--- config.mk ---
export PLATFORM = sky130hd
export DESIGN_NAME = entropy_encoder_sequencer
export DESIGN_NICKNAME = d
export VERILOG_FILES = /design/src/rtl/entropy_seq_pkg.sv /design/src/rtl/bool_lane_packer.sv /design/src/rtl/entropy_encoder_sequencer.sv
export SDC_FILE = /design/constraint.sdc
export NUM_CORES = 1
export LEC_CHECK = 0
export CAP_MARGIN = 20
export CORE_ASPECT_RATIO = 1.1
export CORE_MARGIN = 1
export CORE_UTILIZATION = 40
export CTS_BUF_LIST = sky130_fd_sc_hd__clkbuf_8
export CTS_CLUSTER_SIZE = 12
export DETAILED_ROUTE_END_ITERATION = 8
export MAX_ROUTING_LAYER = met4
export PLACE_DENSITY = 0.73
export SETUP_SLACK_MARGIN = 0.2
export SLEW_MARGIN = 20
export SYNTH_ARGS = -nofsm -noshare
export SYNTH_HDL_FRONTEND = slang
export SYNTH_SLANG_ARGS = --single-unit
--- constraint.sdc ---
create_clock -name top_clk -period 9.15 [get_ports top_clk]
set_clock_uncertainty 0.1 [all_clocks]
set_input_delay 1.3725 -clock top_clk [delete_from_list [all_inputs] [get_ports top_clk]]
set_output_delay 1.3725 -clock top_clk [all_outputs]
set_load 0.05 [all_outputs]
--- src/rtl/entropy_seq_pkg.sv ---
// Shared types and sizing for the entropy encoder front-end sequencer.
package entropy_seq_pkg;

    localparam int unsigned RANGE_WIDTH    = 16;
    localparam int unsigned SYMBOL_WIDTH   = 4;
    localparam int unsigned NSYMS_WIDTH    = SYMBOL_WIDTH + 1;
    localparam int unsigned LANES          = 3;
    localparam int unsigned LANE_CNT_WIDTH = 2;

    typedef enum logic [1:0] {
        IDLE  = 2'd0,
        RUN   = 2'd1,
        FINAL = 2'd2,
        DRAIN = 2'd3
    } seq_state_e;

    // Staged group: shared bounds plus up to three lane symbols.
    typedef struct packed {
        logic [LANE_CNT_WIDTH-1:0]          count;
        logic                               closed;
        logic                               is_bool;
        logic                               last;
        logic [RANGE_WIDTH-1:0]             fl;
        logic [RANGE_WIDTH-1:0]             fh;
        logic [NSYMS_WIDTH-1:0]             nsyms;
        logic [LANES-1:0][SYMBOL_WIDTH-1:0] sym;
    } acc_t;

endpackage

--- src/rtl/bool_lane_packer.sv ---
// Accumulates compatible bool symbols into three lanes and issues groups to the encoder.
module bool_lane_packer
    import entropy_seq_pkg::*;
(
    input  logic                    clk,
    input  logic                    rst,
    input  logic                    accept,
    input  logic [RANGE_WIDTH-1:0]  d_fl,
    input  logic [RANGE_WIDTH-1:0]  d_fh,
    input  logic [SYMBOL_WIDTH-1:0] d_symbol,
    input  logic [NSYMS_WIDTH-1:0]  d_nsyms,
    input  logic                    d_bool,
    input  logic                    d_last,
    output logic                    issue_c,
    output logic                    issue_last_c,
    output logic                    enc_valid,
    output logic [RANGE_WIDTH-1:0]  enc_fl,
    output logic [RANGE_WIDTH-1:0]  enc_fh,
    output logic [NSYMS_WIDTH-1:0]  enc_nsyms,
    output logic [SYMBOL_WIDTH-1:0] enc_symbol_1,
    output logic [SYMBOL_WIDTH-1:0] enc_symbol_2,
    output logic [SYMBOL_WIDTH-1:0] enc_symbol_3,
    output logic                    enc_bool_1,
    output logic                    enc_bool_2,
    output logic                    enc_bool_3
);

    localparam logic [LANE_CNT_WIDTH-1:0] CNT_ONE  = LANE_CNT_WIDTH'(1);
    localparam logic [LANE_CNT_WIDTH-1:0] CNT_LAST = LANE_CNT_WIDTH'(LANES - 1);
    localparam logic [LANE_CNT_WIDTH-1:0] CNT_FULL = LANE_CNT_WIDTH'(LANES);

    acc_t acc;
    acc_t acc_nxt;
    logic open_c;
    logic compat_c;

    // Compatibility, issue decision and next accumulator contents.
    always_comb begin
        open_c       = (acc.count != '0) && !acc.closed;
        compat_c     = d_bool && open_c && acc.is_bool && (d_fl == acc.fl) && (acc.count < CNT_FULL);
        issue_c      = ((acc.count != '0) && acc.closed) || (accept && open_c && !compat_c);
        issue_last_c = issue_c && acc.last;
        acc_nxt      = issue_c ? '0 : acc;
        if (accept) begin
            if (compat_c) begin
                acc_nxt.sym[acc.count] = d_symbol;
                acc_nxt.count          = acc.count + CNT_ONE;
                acc_nxt.last           = d_last;
                acc_nxt.closed         = d_last || (acc.count == CNT_LAST);
            end else begin
                acc_nxt         = '0;
                acc_nxt.count   = CNT_ONE;
                acc_nxt.is_bool = d_bool;
                acc_nxt.last    = d_last;
                acc_nxt.closed  = d_last || !d_bool;
                acc_nxt.fl      = d_fl;
                acc_nxt.fh      = d_fh;
                acc_nxt.nsyms   = d_nsyms;
                acc_nxt.sym[0]  = d_symbol;
            end
        end
    end

    // Accumulator state and registered encoder issue port (zero when idle).
    always_ff @(posedge clk or posedge rst) begin
        if (rst) begin
            acc          <= '0;
            enc_valid    <= 1'b0;
            enc_fl       <= '0;
            enc_fh       <= '0;
            enc_nsyms    <= '0;
            enc_symbol_1 <= '0;
            enc_symbol_2 <= '0;
            enc_symbol_3 <= '0;
            enc_bool_1   <= 1'b0;
            enc_bool_2   <= 1'b0;
            enc_bool_3   <= 1'b0;
        end else begin
            acc       <= acc_nxt;
            enc_valid <= issue_c;
            if (issue_c) begin
                enc_fl       <= acc.fl;
                enc_fh       <= acc.is_bool ? '0 : acc.fh;
                enc_nsyms    <= acc.is_bool ? NSYMS_WIDTH'(2) : acc.nsyms;
                enc_symbol_1 <= acc.sym[0];
                enc_symbol_2 <= acc.sym[1];
                enc_symbol_3 <= acc.sym[2];
                enc_bool_1   <= acc.is_bool && (acc.count > LANE_CNT_WIDTH'(0));
                enc_bool_2   <= acc.is_bool && (acc.count > LANE_CNT_WIDTH'(1));
                enc_bool_3   <= acc.is_bool && (acc.count > LANE_CNT_WIDTH'(2));
            end else begin
                enc_fl       <= '0;
                enc_fh       <= '0;
                enc_nsyms    <= '0;
                enc_symbol_1 <= '0;
                enc_symbol_2 <= '0;
                enc_symbol_3 <= '0;
                enc_bool_1   <= 1'b0;
                enc_bool_2   <= 1'b0;
                enc_bool_3   <= 1'b0;
            end
        end
    end

endmodule

--- src/rtl/entropy_encoder_sequencer.sv ---
// Frame sequencer: packs descriptors for entropy_encoder and paces frames against its drain.
module entropy_encoder_sequencer
    import entropy_seq_pkg::*;
#(
    parameter int unsigned DRAIN_TIMEOUT = 64,
    parameter int unsigned CNT_WIDTH     = 7
) (
    input  logic                    top_clk,
    input  logic                    top_reset,
    input  logic                    s_valid,
    output logic                    s_ready,
    input  logic [RANGE_WIDTH-1:0]  s_fl,
    input  logic [RANGE_WIDTH-1:0]  s_fh,
    input  logic [SYMBOL_WIDTH-1:0] s_symbol,
    input  logic [NSYMS_WIDTH-1:0]  s_nsyms,
    input  logic                    s_bool,
    input  logic                    s_last,
    output logic                    enc_valid,
    output logic [RANGE_WIDTH-1:0]  enc_fl,
    output logic [RANGE_WIDTH-1:0]  enc_fh,
    output logic [NSYMS_WIDTH-1:0]  enc_nsyms,
    output logic [SYMBOL_WIDTH-1:0] enc_symbol_1,
    output logic [SYMBOL_WIDTH-1:0] enc_symbol_2,
    output logic [SYMBOL_WIDTH-1:0] enc_symbol_3,
    output logic                    enc_bool_1,
    output logic                    enc_bool_2,
    output logic                    enc_bool_3,
    output logic                    enc_flag_first,
    output logic                    enc_final_flag,
    input  logic                    enc_last_in,
    output logic                    busy,
    output logic                    err_timeout
);

    seq_state_e           state;
    logic                 first_pending;
    logic [CNT_WIDTH-1:0] drain_cnt;
    logic                 accept;
    logic                 issue_c;
    logic                 issue_last_c;

    assign accept = s_valid && s_ready;

    bool_lane_packer u_packer (
        .clk          (top_clk),
        .rst          (top_reset),
        .accept       (accept),
        .d_fl         (s_fl),
        .d_fh         (s_fh),
        .d_symbol     (s_symbol),
        .d_nsyms      (s_nsyms),
        .d_bool       (s_bool),
        .d_last       (s_last),
        .issue_c      (issue_c),
        .issue_last_c (issue_last_c),
        .enc_valid    (enc_valid),
        .enc_fl       (enc_fl),
        .enc_fh       (enc_fh),
        .enc_nsyms    (enc_nsyms),
        .enc_symbol_1 (enc_symbol_1),
        .enc_symbol_2 (enc_symbol_2),
        .enc_symbol_3 (enc_symbol_3),
        .enc_bool_1   (enc_bool_1),
        .enc_bool_2   (enc_bool_2),
        .enc_bool_3   (enc_bool_3)
    );

    // Frame FSM with registered handshake, frame flags and drain watchdog.
    always_ff @(posedge top_clk or posedge top_reset) begin
        if (top_reset) begin
            state          <= IDLE;
            s_ready        <= 1'b1;
            busy           <= 1'b0;
            enc_flag_first <= 1'b0;
            enc_final_flag <= 1'b0;
            err_timeout    <= 1'b0;
            first_pending  <= 1'b1;
            drain_cnt      <= '0;
        end else begin
            enc_flag_first <= issue_c && first_pending;
            enc_final_flag <= 1'b0;
            if (issue_c) begin
                first_pending <= 1'b0;
            end
            case (state)
                IDLE: begin
                    if (accept) begin
                        state <= RUN;
                        busy  <= 1'b1;
                        if (s_last) begin
                            s_ready <= 1'b0;
                        end
                    end
                end
                RUN: begin
                    if (accept && s_last) begin
                        s_ready <= 1'b0;
                    end
                    if (issue_last_c) begin
                        state <= FINAL;
                    end
                end
                FINAL: begin
                    state          <= DRAIN;
                    enc_final_flag <= 1'b1;
                    drain_cnt      <= '0;
                end
                DRAIN: begin
                    if (enc_last_in || (drain_cnt == CNT_WIDTH'(DRAIN_TIMEOUT))) begin
                        state         <= IDLE;
                        s_ready       <= 1'b1;
                        busy          <= 1'b0;
                        first_pending <= 1'b1;
                        drain_cnt     <= '0;
                        if (!enc_last_in) begin
                            err_timeout <= 1'b1;
                        end
                    end else begin
                        drain_cnt <= drain_cnt + CNT_WIDTH'(1);
                    end
                end
                default: state <= IDLE;
            endcase
        end
    end

endmodule

==> results of run 1 <==
## metal layers
layer  vias up  part of all wire (%)  global-route usage [%]
met1      1738                    45                   23.91
met3        10                   5.2                   3.886
met2       114                    49                   29.14
met5         -                     0                       -
met4         0                   1.2                   8.305
li1       1731                     -                       -
## flip-flops by register name, summed over array words and instances (netlist names), 2 cells and up
| register | cells |
|---|---|
| u_packer.acc | 54 |
| u_packer.enc_fh | 16 |
| u_packer.enc_fl | 16 |
| drain_cnt | 7 |
| u_packer.enc_nsyms | 5 |
| u_packer.enc_symbol_1 | 4 |
| u_packer.enc_symbol_2 | 4 |
| u_packer.enc_symbol_3 | 4 |
| state | 2 |
## power by group through the flow
stage,Combinational [mW],Clock [mW],Sequential (mW)
floorplan,0.0127,0,0.549
finish,0.0399,0.546,0.539
global placement,0.0404,0,0.549
detailed placement,0.0406,0,0.549
global route,0.0440,0.581,0.539
CTS,0.0410,0.560,0.539
## kinds of logic (layout without fill, tap and decap cells)
group / count (synthesis) / in the layout
AO/OA/AOI/OAI: 41 / 41
flip-flops: 122 / 122
XOR/XNOR: 18 / 18
multiplexers: 2 / 2
AND/OR/NAND/NOR: 229 / 229
buffers and inverters: 33 / 153
adder cells (fa/ha/maj): 13 / 13
## through the flow
step                      power (mW)  worst slack, ns
after detailed placement      0.5900            4.397
after global placement        0.5898            4.552
after global routing           1.163            5.216
final                          1.126            5.484
after floorplan               0.5621            4.438
after CTS                      1.140            4.856
## cells in the final DEF (no fill, tap or decap), types with 3 or more instances in the layout
| cell type | n |
|---|---|
| a21oi_1 | 3 |
| nand3_1 | 48 |
| o21ai_0 | 13 |
| o31ai_1 | 4 |
| nor4_2 | 4 |
| and3_1 | 4 |
| a22o_1 | 10 |
| nor2_1 | 10 |
| and2_1 | 53 |
| dfrtp_1 | 120 |
| ha_1 | 13 |
| nand2_1 | 96 |
| nor4_1 | 6 |
| inv_1 | 15 |
| clkbuf_8 | 19 |
| bufinv_16 | 5 |
| clkdlybuf4s50_1 | 104 |
| xor2_1 | 16 |
## critical path, stage by stage
cell	delay, ns
clkdlybuf4s50_1	0.52
xor2_1	0.27
nor4_2	0.08
nand3_1	0.17
o21ai_4	0.18
buf_16	0.24
a211oi_2	0.82
and2_1	0.24
## final cells by class
class	count	area, um^2
inverters	14	55.05
multi-input cells	303	1810
flip-flops and latches	122	3055
clock inverters	13	200.2
well taps	154	192.7
repair buffers	107	1104
clock buffers	19	261.5
fillers	1093	5408
## path summary, 6_finish.rpt
| path | start | end | cells after the start |
|---|---|---|---|
| max in group asynchronous | top_reset | u_packer.enc_symbol_2[2]$_DFF_PP0_ | 3 |
| setup reg to reg | u_packer.acc[52]$_DFFE_PP0P_ | u_packer.enc_symbol_2[1]$_DFF_PP0_ | 8 |
| min in group asynchronous | top_reset | u_packer.enc_fh[11]$_DFF_PP0_ | 2 |
| hold reg to reg | u_packer.acc[14]$_DFF_PP0_ | u_packer.enc_nsyms[2]$_DFF_PP0_ | 1 |
| hold / removal | u_packer.acc[14]$_DFF_PP0_ | u_packer.enc_nsyms[2]$_DFF_PP0_ | 1 |
| setup / recovery | s_fl[5] | u_packer.enc_fh[4]$_DFF_PP0_ | 8 |
==> impl_metrics.py, run 1 <==
metrics = {
    "synth": {
        "synth_xor_area_share_pct": 3.177,
        "synth.yosys.seq_area_share_pct": 61.57,
        "synth_common_cells": "dfrtp_1, nand2_1, and2_1",
        "syn_area_mm2": 0.004962,
        "synth-simple-area-share_pct": 23.05,
        "synthArstFlopShare_pct": 100.0,
        "yosys.area.top_type": "dfrtp_1",
        "synth_compound_area_share_pct": 5.875,
        "synthAdderAreaFrac_pct": 3.278,
        "synthMuxAreaShare_pct": 0.4286,
        "synth.top_cell.area_share_pct": 60.51,
        "ys.flop_type": "dfrtp_1",
        "synth.most_common_cell": "dfrtp_1",
        "synth_area_leaders": "dfrtp_1, nand2_1, and2_1, nand3_1, ha_1",
        "syn_inst": 458,
        "synth_top_family_by_area": "simple AND/OR/NAND/NOR gates",
        "yosys_warnings": 0,
        "synth_edf_count": 0,
        "yosysUniqueCellTypes": 36,
        "ys_ff_latch": 122,
        "syn_area_per_cell_um2": 10.83,
        "synth_nets": 518,
    },
    "finish": {
        "drive_above_1_share_pct": 8.304,
        "fin_cells": 732,
        "area_delta_synth_final_pct": 34.59,
        "final_util_pct": 55.26,
        "diodes": 0,
        "final_area_mm2": 0.006679,
        "layout.nets": 625,
    },
    "die": {
        "rows": 42,
        "die-area_mm2": 0.01286,
        "core_mm2": 0.01209,
        "die_w_um": 108.2,
        "ios": 105,
        "chipHeight_um": 118.8,
        "start_util_pct": 41.06,
    },
    "run_status": {
        "outcome": "completed",
    },
    "global_route": {
        "antenna_found_initial": 0,
        "grt_pass1_wl_mm": 17.89,
        "grt_pass1_vias": 3655,
        "grt_overflow": 0,
        "grt_max_degree": 77,
        "grt_util_all_layers_pct": 18.86,
    },
    "route": {
        "vias": 3593,
        "wire_per_inst_um": 14.91,
        "dr.first_iter.drc_count": 163,
        "viasPerCell": 4.908,
        "dr.pass1.iters": 5,
        "drc": 0,
        "postRouteAntennaNets": 0,
        "drt_wl_total_mm": 10.91,
    },
    "worst_setup_path": {
        "cp_max_fo": 29,
        "crit_arrival_ns": 3.93,
        "r2r_setup_slack_ns": 6.15,
        "worstSetupStartpointType": "primary input",
        "endpoint_kind": "flop",
        "critPathKind": "in2reg",
        "required_ns": 9.41,
    },
    "place": {
        "place_inst": 698,
        "gp_congestion": 0.7915,
        "dpl_cell_area_mm2": 0.006155,
        "io_buffers": 104,
        "hpwl_mm": 7.347,
    },
    "power_and_ir_drop": {
        "power_switching_uw": 229.7,
        "p_leak_nw": 3.252,
        "combinationalPowerShare_pct": 3.5,
        "p_per_area_mw_per_mm2": 168.5,
        "seqPwrFrac_pct": 47.9,
        "clockPowerShare_pct": 48.5,
        "p_int_uw": 895.9,
        "worst_ir_drop_vdd_uv": 114.0,
        "swShare_pct": 20.41,
    },
    "clocking": {
        "cts_setup_buffers": 0,
        "cts_resized": 0,
        "cts_tree": "done",
        "cts_made_buffers": 17,
        "clockBufferDepth": 2,
        "clock_sinks": 122,
        "cts_max_level": 4,
        "cts_hold_buf": 0,
        "path_clk_slew_ns": 0.07,
        "clk_latency_ns": 0.43,
        "root_buffer": "clkbuf_8",
    },
    "sta": {
        "finalSetupViolations": 0,
        "finalCritPeriodShare_pct": 40.06,
        "rsz0062_at_grt": "false",
        "hold_violations": 0,
        "tightest_slew_ns": 1.073,
        "slew_headroom_pct": 27.81,
        "fin_tns_setup_ns": 0,
        "timing.hold.ws_ns": 0.3683,
        "drv_slew": 0,
        "post-route-min-period_ns": 3.666,
        "fmax_mhz": 272.8,
    },
    "min_path": {
        "min_path_type": "reg2reg",
    },
    "flow_run": {
        "cap_violations": 0,
    },
}
Power figures use the tool's default switching activity.
==> run 2: changes to the inputs <==
clock period = 3.51 ns   (was 9.15 ns; I/O delays follow)
==> run 2 against run 1 <==
Against the previous run: non-clock buffer count grew 6; highest routed layer unchanged; wire length shrank 0.69%; cell area shrank 0.88%; largest power group is now sequential cells; cell count grew 0.68%; die area is the same.
==> impl_metrics.py, run 2 (synthesis gave the netlist of run 1 again) <==
metrics = {
    "run_status": {
        "outcome": "completed",
    },
    "finish": {
        "largest_reg_flops": 54,
        "multi_input_area_mm2": 0.001810,
        "diodes": 0,
        "layout.nets": 631,
        "fill_cells": 1069,
        "top_register": "u_packer.acc",
        "regArea_mm2": 0.003055,
        "drive_above_1_share_pct": 9.262,
        "layout_commonest_cell": "dfrtp_1",
        "area_delta_synth_final_pct": 33.41,
        "reg_top3": "u_packer.acc: 54 flops, u_packer.enc_fh: 16 flops, u_packer.enc_fl: 16 flops",
        "final_cell_mix": "dfrtp_1, clkdlybuf4s50_1, nand2_1",
    },
    "power_and_ir_drop": {
        "swShare_pct": 22.11,
        "combinationalPowerShare_pct": 3.9,
        "power_mw": 2.682,
        "p_per_area_mw_per_mm2": 405.1,
        "seqPwrFrac_pct": 52.4,
        "clockPowerShare_pct": 43.6,
        "power_switching_uw": 593.1,
        "p_leak_nw": 3.220,
        "p_int_mw": 2.089,
        "worst_ir_drop_vdd_uv": 244.0,
    },
    "route": {
        "postRouteAntennaNets": 0,
        "viasPerCell": 4.962,
        "vias": 3657,
        "drc": 0,
        "wire_per_inst_um": 14.70,
        "dr.first_iter.drc_count": 145,
        "drt_wl_total_mm": 10.84,
        "dr.pass1.iters": 4,
    },
    "worst_setup_path": {
        "critPathKind": "reg2reg",
        "crit_arrival_ns": 3.02,
        "cp_max_fo": 29,
        "endpoint_kind": "flop",
        "worstSetupStartpointType": "flop",
        "required_ns": 3.77,
    },
    "sta": {
        "finalSetupViolations": 0,
        "post-route-min-period_ns": 2.759,
        "hold_violations": 0,
        "slew_headroom_pct": 52.02,
        "rsz0062_at_grt": "false",
        "fin_tns_setup_ns": 0,
        "tightest_slew_ns": 0.7170,
        "fmax_mhz": 362.5,
        "finalCritPeriodShare_pct": 78.60,
        "drv_slew": 0,
    },
    "clocking": {
        "clockBufferDepth": 2,
        "cts_setup_buffers": 0,
        "path_clk_slew_ns": 0.07,
        "cts_resized": 0,
        "cts_tree": "done",
        "clk_latency_ns": 0.43,
        "cts_max_level": 4,
        "cts_made_buffers": 17,
        "root_buffer": "clkbuf_8",
        "cts_hold_buf": 0,
        "clock_sinks": 122,
    },
    "die": {
        "die-area_mm2": 0.01286,
        "die_w_um": 108.2,
        "chipHeight_um": 118.8,
        "start_util_pct": 41.06,
        "core_mm2": 0.01209,
        "ios": 105,
        "rows": 42,
    },
    "global_route": {
        "grt_max_degree": 123,
        "grt_overflow": 0,
        "grt_pass1_wl_mm": 18.06,
        "grt_pass1_vias": 3792,
        "grt_util_all_layers_pct": 18.93,
        "antenna_found_initial": 0,
    },
    "place": {
        "gp_congestion": 0.8224,
        "io_buffers": 104,
        "hpwl_mm": 7.416,
    },
    "flow_run": {
        "cap_violations": 0,
    },
    "min_path": {
        "min_path_type": "reg2reg",
    },
}
-- run 2: power by group through the flow --
| stage | logic, mW | clock network, mW | registers, mW |
|---|---|---|---|
| 2_1_floorplan | 0.0333 | 0 | 1.43 |
| 3_3_place_gp | 0.107 | 0 | 1.43 |
| 3_5_place_dp | 0.108 | 0 | 1.43 |
| 4_1_cts | 0.108 | 1.20 | 1.41 |
| 5_1_grt | 0.116 | 1.27 | 1.40 |
| 6_report | 0.106 | 1.17 | 1.41 |
-- run 2: final cells by class --
class / instances / area share [%]
Sequential cell: 122 / 46.15
Inverter: 14 / 0.8505
Clock buffer: 21 / 4.366
Clock inverter: 10 / 1.436
Timing Repair Buffer: 113 / 16.93
Tap cell: 154 / 2.911
Multi-Input combinational cell: 303 / 27.35
-- run 2: per-stage QoR --
| stage | instances | setup WS (ns) | utilization [%] | area [um^2] | hold slack [ns] |
|---|---|---|---|---|---|
| 2_1_floorplan | 458 | 1.326 | - | 4966 | 0.3456 |
| 3_3_place_gp | 706 | 0.4964 | 51.53 | 6228 | 0.3620 |
| 3_5_place_dp | 706 | 0.4395 | 51.53 | 6228 | 0.3648 |
| 4_1_cts | 737 | 0.7915 | 54.71 | 6613 | 0.3790 |
| 5_1_grt | 737 | 0.5272 | 54.77 | 6620 | 0.3957 |
| 6_report | 737 | 0.7513 | 54.77 | 6620 | 0.3730 |
-- run 2: layer usage --
layer	up-vias	wire, um	GRT usage (%)
met5	-	0	-
met4	0	229	8.134
met3	19	565	4.981
met2	109	5240	29.06
met1	1792	4801	23.53
li1	1737	-	-
-- run 2: final timing paths --
path                       cells past startpoint                      endpoint                    startpoint  slack, ns
min                                            1  u_packer.enc_fh[1]$_DFF_PP0_    u_packer.acc[18]$_DFF_PP0_       0.37
max in group asynchronous                      3  u_packer.acc[53]$_DFFE_PP0P_                     top_reset       2.29
max reg2reg                                    9    u_packer.acc[30]$_DFF_PP0_  u_packer.acc[52]$_DFFE_PP0P_       0.75
max                                            9    u_packer.acc[30]$_DFF_PP0_  u_packer.acc[52]$_DFFE_PP0P_       0.75
min reg2reg                                    1  u_packer.enc_fh[1]$_DFF_PP0_    u_packer.acc[18]$_DFF_PP0_       0.37
min in group asynchronous                      3  u_packer.enc_fh[9]$_DFF_PP0_                     top_reset       0.56
-- run 2: critical path, stage by stage, from the launching register on --
cell and delay (ns):
dfrtp_1 0.46, inv_1 0.10, ha_1 0.34, nor4_2 0.41
nand3_1 0.23, o21ai_4 0.23, buf_4 0.24, buf_4 0.33
nand3_1 0.13, nand2_1 0.09
